**src/rtl/wb_arbiter_pkg.sv**
```systemverilog
// Shared widths, writeback request payloads and requester index map for the
// writeback arbiter.
package wb_arbiter_pkg;

    localparam int WORD_W = 32;
    localparam int REG_W  = 5;
    localparam int MAT_W  = 4;

    typedef logic [WORD_W-1:0] word_t;
    typedef logic [REG_W-1:0]  regbits_t;
    typedef logic [MAT_W-1:0]  matbits_t;

    typedef struct packed {
        regbits_t rd;
        word_t    data;
    } wb_s_req_t;

    typedef struct packed {
        matbits_t rd;
    } wb_m_req_t;

    // Requester slots follow the fu_scalar_t / fu_matrix_t ordering.
    localparam int WB_S_ALU  = 0;
    localparam int WB_S_LDST = 0 + 1;
    localparam int WB_M_LDST = 0;
    localparam int WB_M_GEMM = 1;

endpackage

```
**src/rtl/wb_arbiter_rr_arbiter.sv**
```systemverilog
// Round-robin arbiter: one-hot grant searched from rr_ptr with wrap; the
// pointer moves to the slot after the winner whenever a grant is issued.
module wb_arbiter_rr_arbiter #(
    parameter int N = 2
) (
    input  logic         clk,
    input  logic         rst_n,
    input  logic [N-1:0] req,
    input  logic         en,
    output logic [N-1:0] grant
);

    localparam int PTR_W = (N > 1) ? $clog2(N) : 1;

    logic [PTR_W-1:0] rr_ptr;
    logic [PTR_W-1:0] ptr_nxt;

    always_comb begin
        int  idx;
        logic found;
        idx     = 0;
        found   = 1'b0;
        grant   = '0;
        ptr_nxt = rr_ptr;
        if (en) begin
            for (int k = 0; k < N; k++) begin
                idx = int'(rr_ptr) + k;
                if (idx >= N) idx = idx - N;
                // Inner loop keeps every index a constant after unrolling.
                for (int i = 0; i < N; i++) begin
                    if (i == idx && req[i] && !found) begin
                        grant[i] = 1'b1;
                        found    = 1'b1;
                        ptr_nxt  = (i == N - 1) ? '0 : PTR_W'(i + 1);
                    end
                end
            end
        end
    end

    always_ff @(posedge clk or negedge rst_n) begin
        if (!rst_n) rr_ptr <= '0;
        else        rr_ptr <= ptr_nxt;
    end

endmodule

```
**src/rtl/wb_arbiter.sv**
```systemverilog
// Writeback arbiter: scalar and matrix lanes, each with one-entry holding
// buffers per requester, round-robin grant and registered write/done outputs.
module wb_arbiter
    import wb_arbiter_pkg::*;
#(
    parameter int N_SREQ = 2,
    parameter int N_MREQ = 2
) (
    input  logic                         CLK,
    input  logic                         nRST,
    input  logic [N_SREQ-1:0]            s_req_valid,
    output logic [N_SREQ-1:0]            s_req_ready,
    input  logic [N_SREQ-1:0][REG_W-1:0] s_req_rd,
    input  logic [N_SREQ-1:0][WORD_W-1:0] s_req_data,
    input  logic [N_MREQ-1:0]            m_req_valid,
    output logic [N_MREQ-1:0]            m_req_ready,
    input  logic [N_MREQ-1:0][MAT_W-1:0] m_req_rd,
    input  logic                         s_wb_stall,
    input  logic                         m_wb_stall,
    output logic                         s_wen,
    output logic [REG_W-1:0]             s_waddr,
    output logic [WORD_W-1:0]            s_wdata,
    output logic [N_SREQ-1:0]            s_done,
    output logic                         m_wen,
    output logic [MAT_W-1:0]             m_waddr,
    output logic [N_MREQ-1:0]            m_done
);

    // ---------------- scalar lane ----------------
    logic      [N_SREQ-1:0] s_hold_v;
    wb_s_req_t [N_SREQ-1:0] s_hold_q;
    logic      [N_SREQ-1:0] s_grant;
    logic      [N_SREQ-1:0] s_load;
    wb_s_req_t              s_sel;

    // A granted buffer frees this cycle, so it can take a new result at once.
    assign s_req_ready = ~s_hold_v | s_grant;
    assign s_load      = s_req_valid & s_req_ready;

    always_ff @(posedge CLK or negedge nRST) begin
        if (!nRST) begin
            s_hold_v <= '0;
            s_hold_q <= '0;
        end else begin
            for (int i = 0; i < N_SREQ; i++) begin
                if (s_load[i]) begin
                    s_hold_v[i]      <= 1'b1;
                    s_hold_q[i].rd   <= s_req_rd[i];
                    s_hold_q[i].data <= s_req_data[i];
                end else if (s_grant[i]) begin
                    s_hold_v[i] <= 1'b0;
                end
            end
        end
    end

    wb_arbiter_rr_arbiter #(.N(N_SREQ)) u_s_arb (
        .clk   (CLK),
        .rst_n (nRST),
        .req   (s_hold_v),
        .en    (!s_wb_stall),
        .grant (s_grant)
    );

    always_comb begin
        s_sel = '0;
        for (int i = 0; i < N_SREQ; i++)
            if (s_grant[i]) s_sel = s_sel | s_hold_q[i];
    end

    always_ff @(posedge CLK or negedge nRST) begin
        if (!nRST) begin
            s_wen   <= 1'b0;
            s_waddr <= '0;
            s_wdata <= '0;
            s_done  <= '0;
        end else if (|s_grant) begin
            // x0 is hardwired zero: retire the FU but suppress the write.
            s_wen   <= (s_sel.rd != '0);
            s_waddr <= s_sel.rd;
            s_wdata <= s_sel.data;
            s_done  <= s_grant;
        end else begin
            s_wen  <= 1'b0;
            s_done <= '0;
        end
    end

    // ---------------- matrix lane ----------------
    logic      [N_MREQ-1:0] m_hold_v;
    wb_m_req_t [N_MREQ-1:0] m_hold_q;
    logic      [N_MREQ-1:0] m_grant;
    logic      [N_MREQ-1:0] m_load;
    wb_m_req_t              m_sel;

    assign m_req_ready = ~m_hold_v | m_grant;
    assign m_load      = m_req_valid & m_req_ready;

    always_ff @(posedge CLK or negedge nRST) begin
        if (!nRST) begin
            m_hold_v <= '0;
            m_hold_q <= '0;
        end else begin
            for (int i = 0; i < N_MREQ; i++) begin
                if (m_load[i]) begin
                    m_hold_v[i]    <= 1'b1;
                    m_hold_q[i].rd <= m_req_rd[i];
                end else if (m_grant[i]) begin
                    m_hold_v[i] <= 1'b0;
                end
            end
        end
    end

    wb_arbiter_rr_arbiter #(.N(N_MREQ)) u_m_arb (
        .clk   (CLK),
        .rst_n (nRST),
        .req   (m_hold_v),
        .en    (!m_wb_stall),
        .grant (m_grant)
    );

    always_comb begin
        m_sel = '0;
        for (int i = 0; i < N_MREQ; i++)
            if (m_grant[i]) m_sel = m_sel | m_hold_q[i];
    end

    always_ff @(posedge CLK or negedge nRST) begin
        if (!nRST) begin
            m_wen   <= 1'b0;
            m_waddr <= '0;
            m_done  <= '0;
        end else if (|m_grant) begin
            m_wen   <= 1'b1;
            m_waddr <= m_sel.rd;
            m_done  <= m_grant;
        end else begin
            m_wen  <= 1'b0;
            m_done <= '0;
        end
    end

endmodule

```
**config.mk**
```make
export PLATFORM = sky130hd
export DESIGN_NAME = wb_arbiter
export DESIGN_NICKNAME = d
export VERILOG_FILES = /design/src/rtl/wb_arbiter_pkg.sv /design/src/rtl/wb_arbiter_rr_arbiter.sv /design/src/rtl/wb_arbiter.sv
export SDC_FILE = /design/constraint.sdc
export NUM_CORES = 1
export LEC_CHECK = 0
export BUFFER_PORTS_ARGS = -buffer_cell sky130_fd_sc_hd__buf_2
export CAP_MARGIN = 20
export CORE_UTILIZATION = 25
export CTS_CLUSTER_DIAMETER = 100
export DETAILED_ROUTE_END_ITERATION = 10
export MAX_ROUTING_LAYER = met4
export PLACE_DENSITY = 0.41
export SLEW_MARGIN = 40
export SYNTH_ARGS = -nofsm -noshare
export SYNTH_HDL_FRONTEND = slang
export SYNTH_SLANG_ARGS = --single-unit
```
**constraint.sdc**
```tcl
create_clock -name CLK -period 4.1 [get_ports CLK]
set_clock_uncertainty 0.05 [all_clocks]
set_input_delay 1.025 -clock CLK [delete_from_list [all_inputs] [get_ports CLK]]
set_output_delay 1.025 -clock CLK [all_outputs]
set_load 0.005 [all_outputs]
```
# Yosys cells after proc, flatten, opt, wreduce, memory -nomap -nowiden

Cells that the tools add are included.

Multiplexer cells: 52
Add/sub/neg operators: 6
Equality and inequality tests: 4
Bitwise operators: 10
Reduce and logical (&&, ||, !) cells: 35
$lt $le $gt $ge: 4

Operators by type and width:

| kind                    | number |
|---|---|
| $mux W32                | 8 |
| $eq A2 B32 Y1 const A   | 4 |
| $logic_not A32 Y1       | 4 |
| $mux W37                | 2 |
| $ge A32 B3 Y1 const B   | 2 |
| $sub A32 B3 Y32 const B | 2 |
| $or A37 B37 Y37         | 1 |
| $mux W1                 | 36 |
| $logic_and A1 B1 Y1     | 14 |
| $mux W2                 | 4 |
| $mux W4                 | 2 |
| $reduce_bool A2 Y1      | 4 |
| $reduce_bool A4 Y1      | 2 |
| $logic_not A1 Y1        | 6 |
| $sub A1 B2 Y3 const B   | 2 |
| $reduce_bool A5 Y1      | 1 |
| $add A1 B1 Y2 const B   | 2 |
| $and A2 B2 Y2           | 2 |
| $ge A1 B2 Y1 const B    | 2 |
| $not A2 Y2              | 2 |
| $or A2 B2 Y2            | 2 |
| $or A4 B4 Y4            | 1 |
| $reduce_and A2 Y1       | 2 |
| $reduce_or A2 Y1        | 2 |
| $not A1 Y1              | 2 |

Logic and storage cells: 130
Bits in registers: 135
Input bits: 90

# Depth between registers and ports, before layout

Word-level depth: 24
Depth in mapped cells: 7
Gate-level depth less buffers: 4

# Hierarchy

Synthesis repeated with hierarchy kept, for this count alone.

Cells, all modules: 397
Area, all modules: 5479.0 um2

Modules (own cells, without submodules):

| module                | area an instance (um2) | cells each | times used |
|---|---|---|---|
| wb_arbiter            | 5356.4                 | 381        | 1 |
| wb_arbiter_rr_arbiter | 61.3                   | 8          | 2 |

# Worst setup path after synthesis

OpenSTA, ideal clock, no wires.

Path type: input to output
From: input s_wb_stall
To: output s_req_ready[0]
Required time: 3025 ps
Setup slack: 1555 ps
Path buffers: 1
Data arrival time: 1470 ps
Stages: 3
Cell sequence: and2b_1 -> buf_6 -> nand2b_1

Longest elaborated chain between the ends: 2

RTL lines:

| what               | RTL line                    | source |
|---|---|---|
| start: declaration | wb_arbiter.sv:18            | `input logic s_wb_stall,` |
| $mux W2            | wb_arbiter_rr_arbiter.sv:25 | `if (en) begin` |
| $or A2 B2 Y2       | wb_arbiter.sv:37            | `assign s_req_ready = ~s_hold_v \| s_grant;` |
| end: declaration   | wb_arbiter.sv:12            | `output logic [N_SREQ-1:0] s_req_ready,` |

No other way between the ends.

# Final worst setup path

Ends and elaborated chain as after synthesis.

==> out/qor.json <==
{
  "drt_pre_antenna_iters": 4,
  "ys_seq_area_frac": 0.628,
  "timing.hold.worst.class": "reg2reg",
  "final-max-slew-violation-count": 0,
  "maximum_root_to_sink_buffer_count": 2,
  "synth_top_family_by_area": "multiplexers",
  "wire_per_inst_um": 15.9,
  "postCtsResizedCells": 0,
  "final.fill_count": 2144,
  "max-cap-violations": 0,
  "die_y_um": 149,
  "grt_remaining_overflow": 0,
  "critical_path.endpoint_type": "primary output",
  "yosys.area_share.simple": 0.0737,
  "result_of_the_run": "completed",
  "grt_max_degree": 77,
  "grt_pass1_wl_um": 21200,
  "drt_drc_violations_left": 0,
  "worstMarginPinSlew_ns": 0.721,
  "synth-adder-area-share": 0,
  "detailedPlacementHpwl_um": 8950,
  "cts.sink_count": 135,
  "initial_utilization": 0.255,
  "worstSkewPairLatency_ns": 0.41,
  "nets": 630,
  "route.vias.total": 3559,
  "initial_drt_markers": 152,
  "vias_per_std_cell": 4.29,
  "root_buffer": "sky130_fd_sc_hd__clkbuf_16",
  "die_w_um": 149,
  "cts_hold_buffers": 0,
  "vdd_ir_drop_max_mv": 0.286,
  "final_core_util": 0.334,
  "total_non_filler_cell_area_in_the_finished_layout_um2": 7040,
  "netlist-cell-type-count": 26,
  "timing.final.crit_share": 0.696,
  "timing.critical_path.fanout_max": 12,
  "finalSetupViolations": 0,
  "cts_post_setup_buffers_inserted": 0,
  "number_of_antenna_violations_at_the_first_check_in_global_routing": 2,
  "synth.yosys.warnings": 0,
  "dieArea_um2": 22100,
  "yosys.area_share.xor_xnor": 0,
  "synth.ff_latch_count": 135,
  "period_needed_ns": 2.85,
  "row_count": 53,
  "maxClockFrequency_mhz": 350,
  "place_ws_ns": 1.21,
  "worst_ep_arrival_time_ns": 1.78,
  "ant_nets": 0,
  "fraction_of_the_mapped_netlist_area_in_compound_gates": 0.0823,
  "grt_util_all_layers": 0.132,
  "h_tree_lvl_count": 4,
  "path_clk_slew_ns": 0.06,
  "synth.avg_cell_area_um2": 13.7,
  "setup.reg_to_reg.worst_slack_ns": 1.76,
  "numCtsBuffers": 17,
  "post_dp_cell_area_um2": 6420,
  "worst_endpoint_required_time_ns": 3.02,
  "boundaryPins": 141,
  "fin_ws_ns": 1.25,
  "synthesis.instances": 392,
  "total_nets_after_synthesis": 482,
  "p_leak_nw": 3.46,
  "power_per_cell_area_nw_per_um2": 733,
  "syn_area_um2": 5380,
  "layout-drive-gt1-share": 0.482,
  "area.growth.synth_to_final_pct": 30.9,
  "routability_driven_placement_congestion_ratio": 0.716,
  "grt_pass1_vias": 3899,
  "drt-total-wl_um": 13200,
  "fin_setup_tns_ns": 0,
  "placeableCoreArea_um2": 21100,
  "finalHoldViolations": 0,
  "timing.max_slew.rel_slack": 0.519,
  "finalHoldWorstSlack_ns": 0.407,
  "unrepaired_setup_endpoints_after_global_routing": "false",
  "io_buffer_count": 140,
  "cts_tree": "yes",
  "startpoint_type": "primary input",
  "path_class": "in2out",
  "multiplexer_area_fraction_after_synthesis": 0.193
}
[cells in the final DEF, fill, tap and decap left out, drive strengths merged, types with 3 or more instances in the layout]
master and n:
buf 147, clkinv 7, a21o 4, dfrtp 135, clkbuf 19, nand2b 8
nor2 4, inv 3, a32oi 5, nand2 79, o21ai 8, a22oi 36
mux2 82, bufinv 4
[cells in the mapped netlist]
library cell / count / share of area
sky130_fd_sc_hd__a21boi_4: 1 / 0.0035
sky130_fd_sc_hd__nor3_1: 1 / 0.00093
sky130_fd_sc_hd__nand2b_1: 8 / 0.0093
sky130_fd_sc_hd__nand2_2: 1 / 0.0012
sky130_fd_sc_hd__buf_2: 3 / 0.0028
sky130_fd_sc_hd__and2b_1: 1 / 0.0014
sky130_fd_sc_hd__mux2_4: 30 / 0.084
sky130_fd_sc_hd__nor2_1: 4 / 0.0028
sky130_fd_sc_hd__a21oi_1: 2 / 0.0019
sky130_fd_sc_hd__nor2b_1: 2 / 0.0023
sky130_fd_sc_hd__o21ai_0: 6 / 0.0056
sky130_fd_sc_hd__nand2_1: 78 / 0.054
sky130_fd_sc_hd__o21ai_4: 1 / 0.0030
sky130_fd_sc_hd__mux2_2: 52 / 0.11
sky130_fd_sc_hd__o21bai_1: 2 / 0.0028
sky130_fd_sc_hd__dfrtp_1: 135 / 0.63
sky130_fd_sc_hd__buf_4: 1 / 0.0014
sky130_fd_sc_hd__inv_1: 3 / 0.0021
sky130_fd_sc_hd__a21o_1: 4 / 0.0056
sky130_fd_sc_hd__a22oi_1: 36 / 0.050
sky130_fd_sc_hd__clkbuf_1: 10 / 0.0070
sky130_fd_sc_hd__or4_1: 1 / 0.0014
sky130_fd_sc_hd__buf_6: 1 / 0.0021
sky130_fd_sc_hd__a32oi_1: 5 / 0.0081
sky130_fd_sc_hd__o21ai_2: 1 / 0.0016
sky130_fd_sc_hd__buf_8: 3 / 0.0084
[metrics by stage]
| step | power (mW) | instances |
|---|---|---|
| floorplan | 3.07 | 392 |
| global placement | 3.56 | 794 |
| detailed placement | 3.61 | 796 |
| CTS | 5.25 | 827 |
| global route | 5.53 | 829 |
| finish | 5.16 | 829 |
[routing by layer]
layer	GRT usage	vias to the layer above	part of all wire
met5	-	-	0
met4	0.0505	0	0.015
met3	0.0411	16	0.054
met2	0.200	96	0.48
met1	0.164	1770	0.45
li1	-	1677	-
[final timing paths]
check | from | end | cells after the start
setup / recovery | s_wb_stall | s_req_ready[0] | 4
hold / removal | s_wdata[29] | s_wdata[29] | 2
setup reg to reg | s_hold_v[1] | s_hold_q[26] | 6
hold reg to reg | s_wdata[29] | s_wdata[29] | 2
max in group asynchronous | nRST | s_hold_q[63] | 2
min in group asynchronous | nRST | s_hold_q[61] | 1
[state kept, by name, summed over array words and instances, names as in the netlist]
| register | flops |
|---|---|
| s_hold_q | 74 |
| s_wdata | 32 |
| m_hold_q | 8 |
| s_waddr | 5 |
| m_waddr | 4 |
| m_done | 2 |
| m_hold_v | 2 |
| s_done | 2 |
| s_hold_v | 2 |
| m_wen | 1 |
| s_wen | 1 |
| u_m_arb.rr_ptr | 1 |
| u_s_arb.rr_ptr | 1 |
[cell families (layout without fill, tap and decap cells)]
family,count (synthesis),in the layout
flip-flops,135,135
AND/OR/NAND/NOR,96,96
multiplexers,82,82
AO/OA/AOI/OAI,58,58
buffers and inverters,21,181
other,0,2
[final cells by class]
| class | count | area [um^2] | share of cell area |
|---|---|---|---|
| multi-input cells | 236 | 1900 | 0.269 |
| clock buffers | 19 | 443 | 0.0629 |
| well taps | 275 | 344 | 0.0488 |
| diodes | 2 | 5.00 | 0.000710 |
| clock inverters | 12 | 178 | 0.0252 |
| flip-flops and latches | 135 | 3380 | 0.480 |
| inverters | 3 | 11.3 | 0.00160 |
| repair buffers | 147 | 787 | 0.112 |
[report_power, final]
group          internal, mW  switching [mW]
registers              1.92           0.322
logic                 0.750           0.567
clock network          1.03           0.574
[worst max-delay path, stage by stage]
cell                       delay, ns
sky130_fd_sc_hd__buf_2          0.21
sky130_fd_sc_hd__and2b_2        0.25
sky130_fd_sc_hd__nand2b_1       0.15
sky130_fd_sc_hd__buf_2          0.14
(Power assumes the default switching activity.)
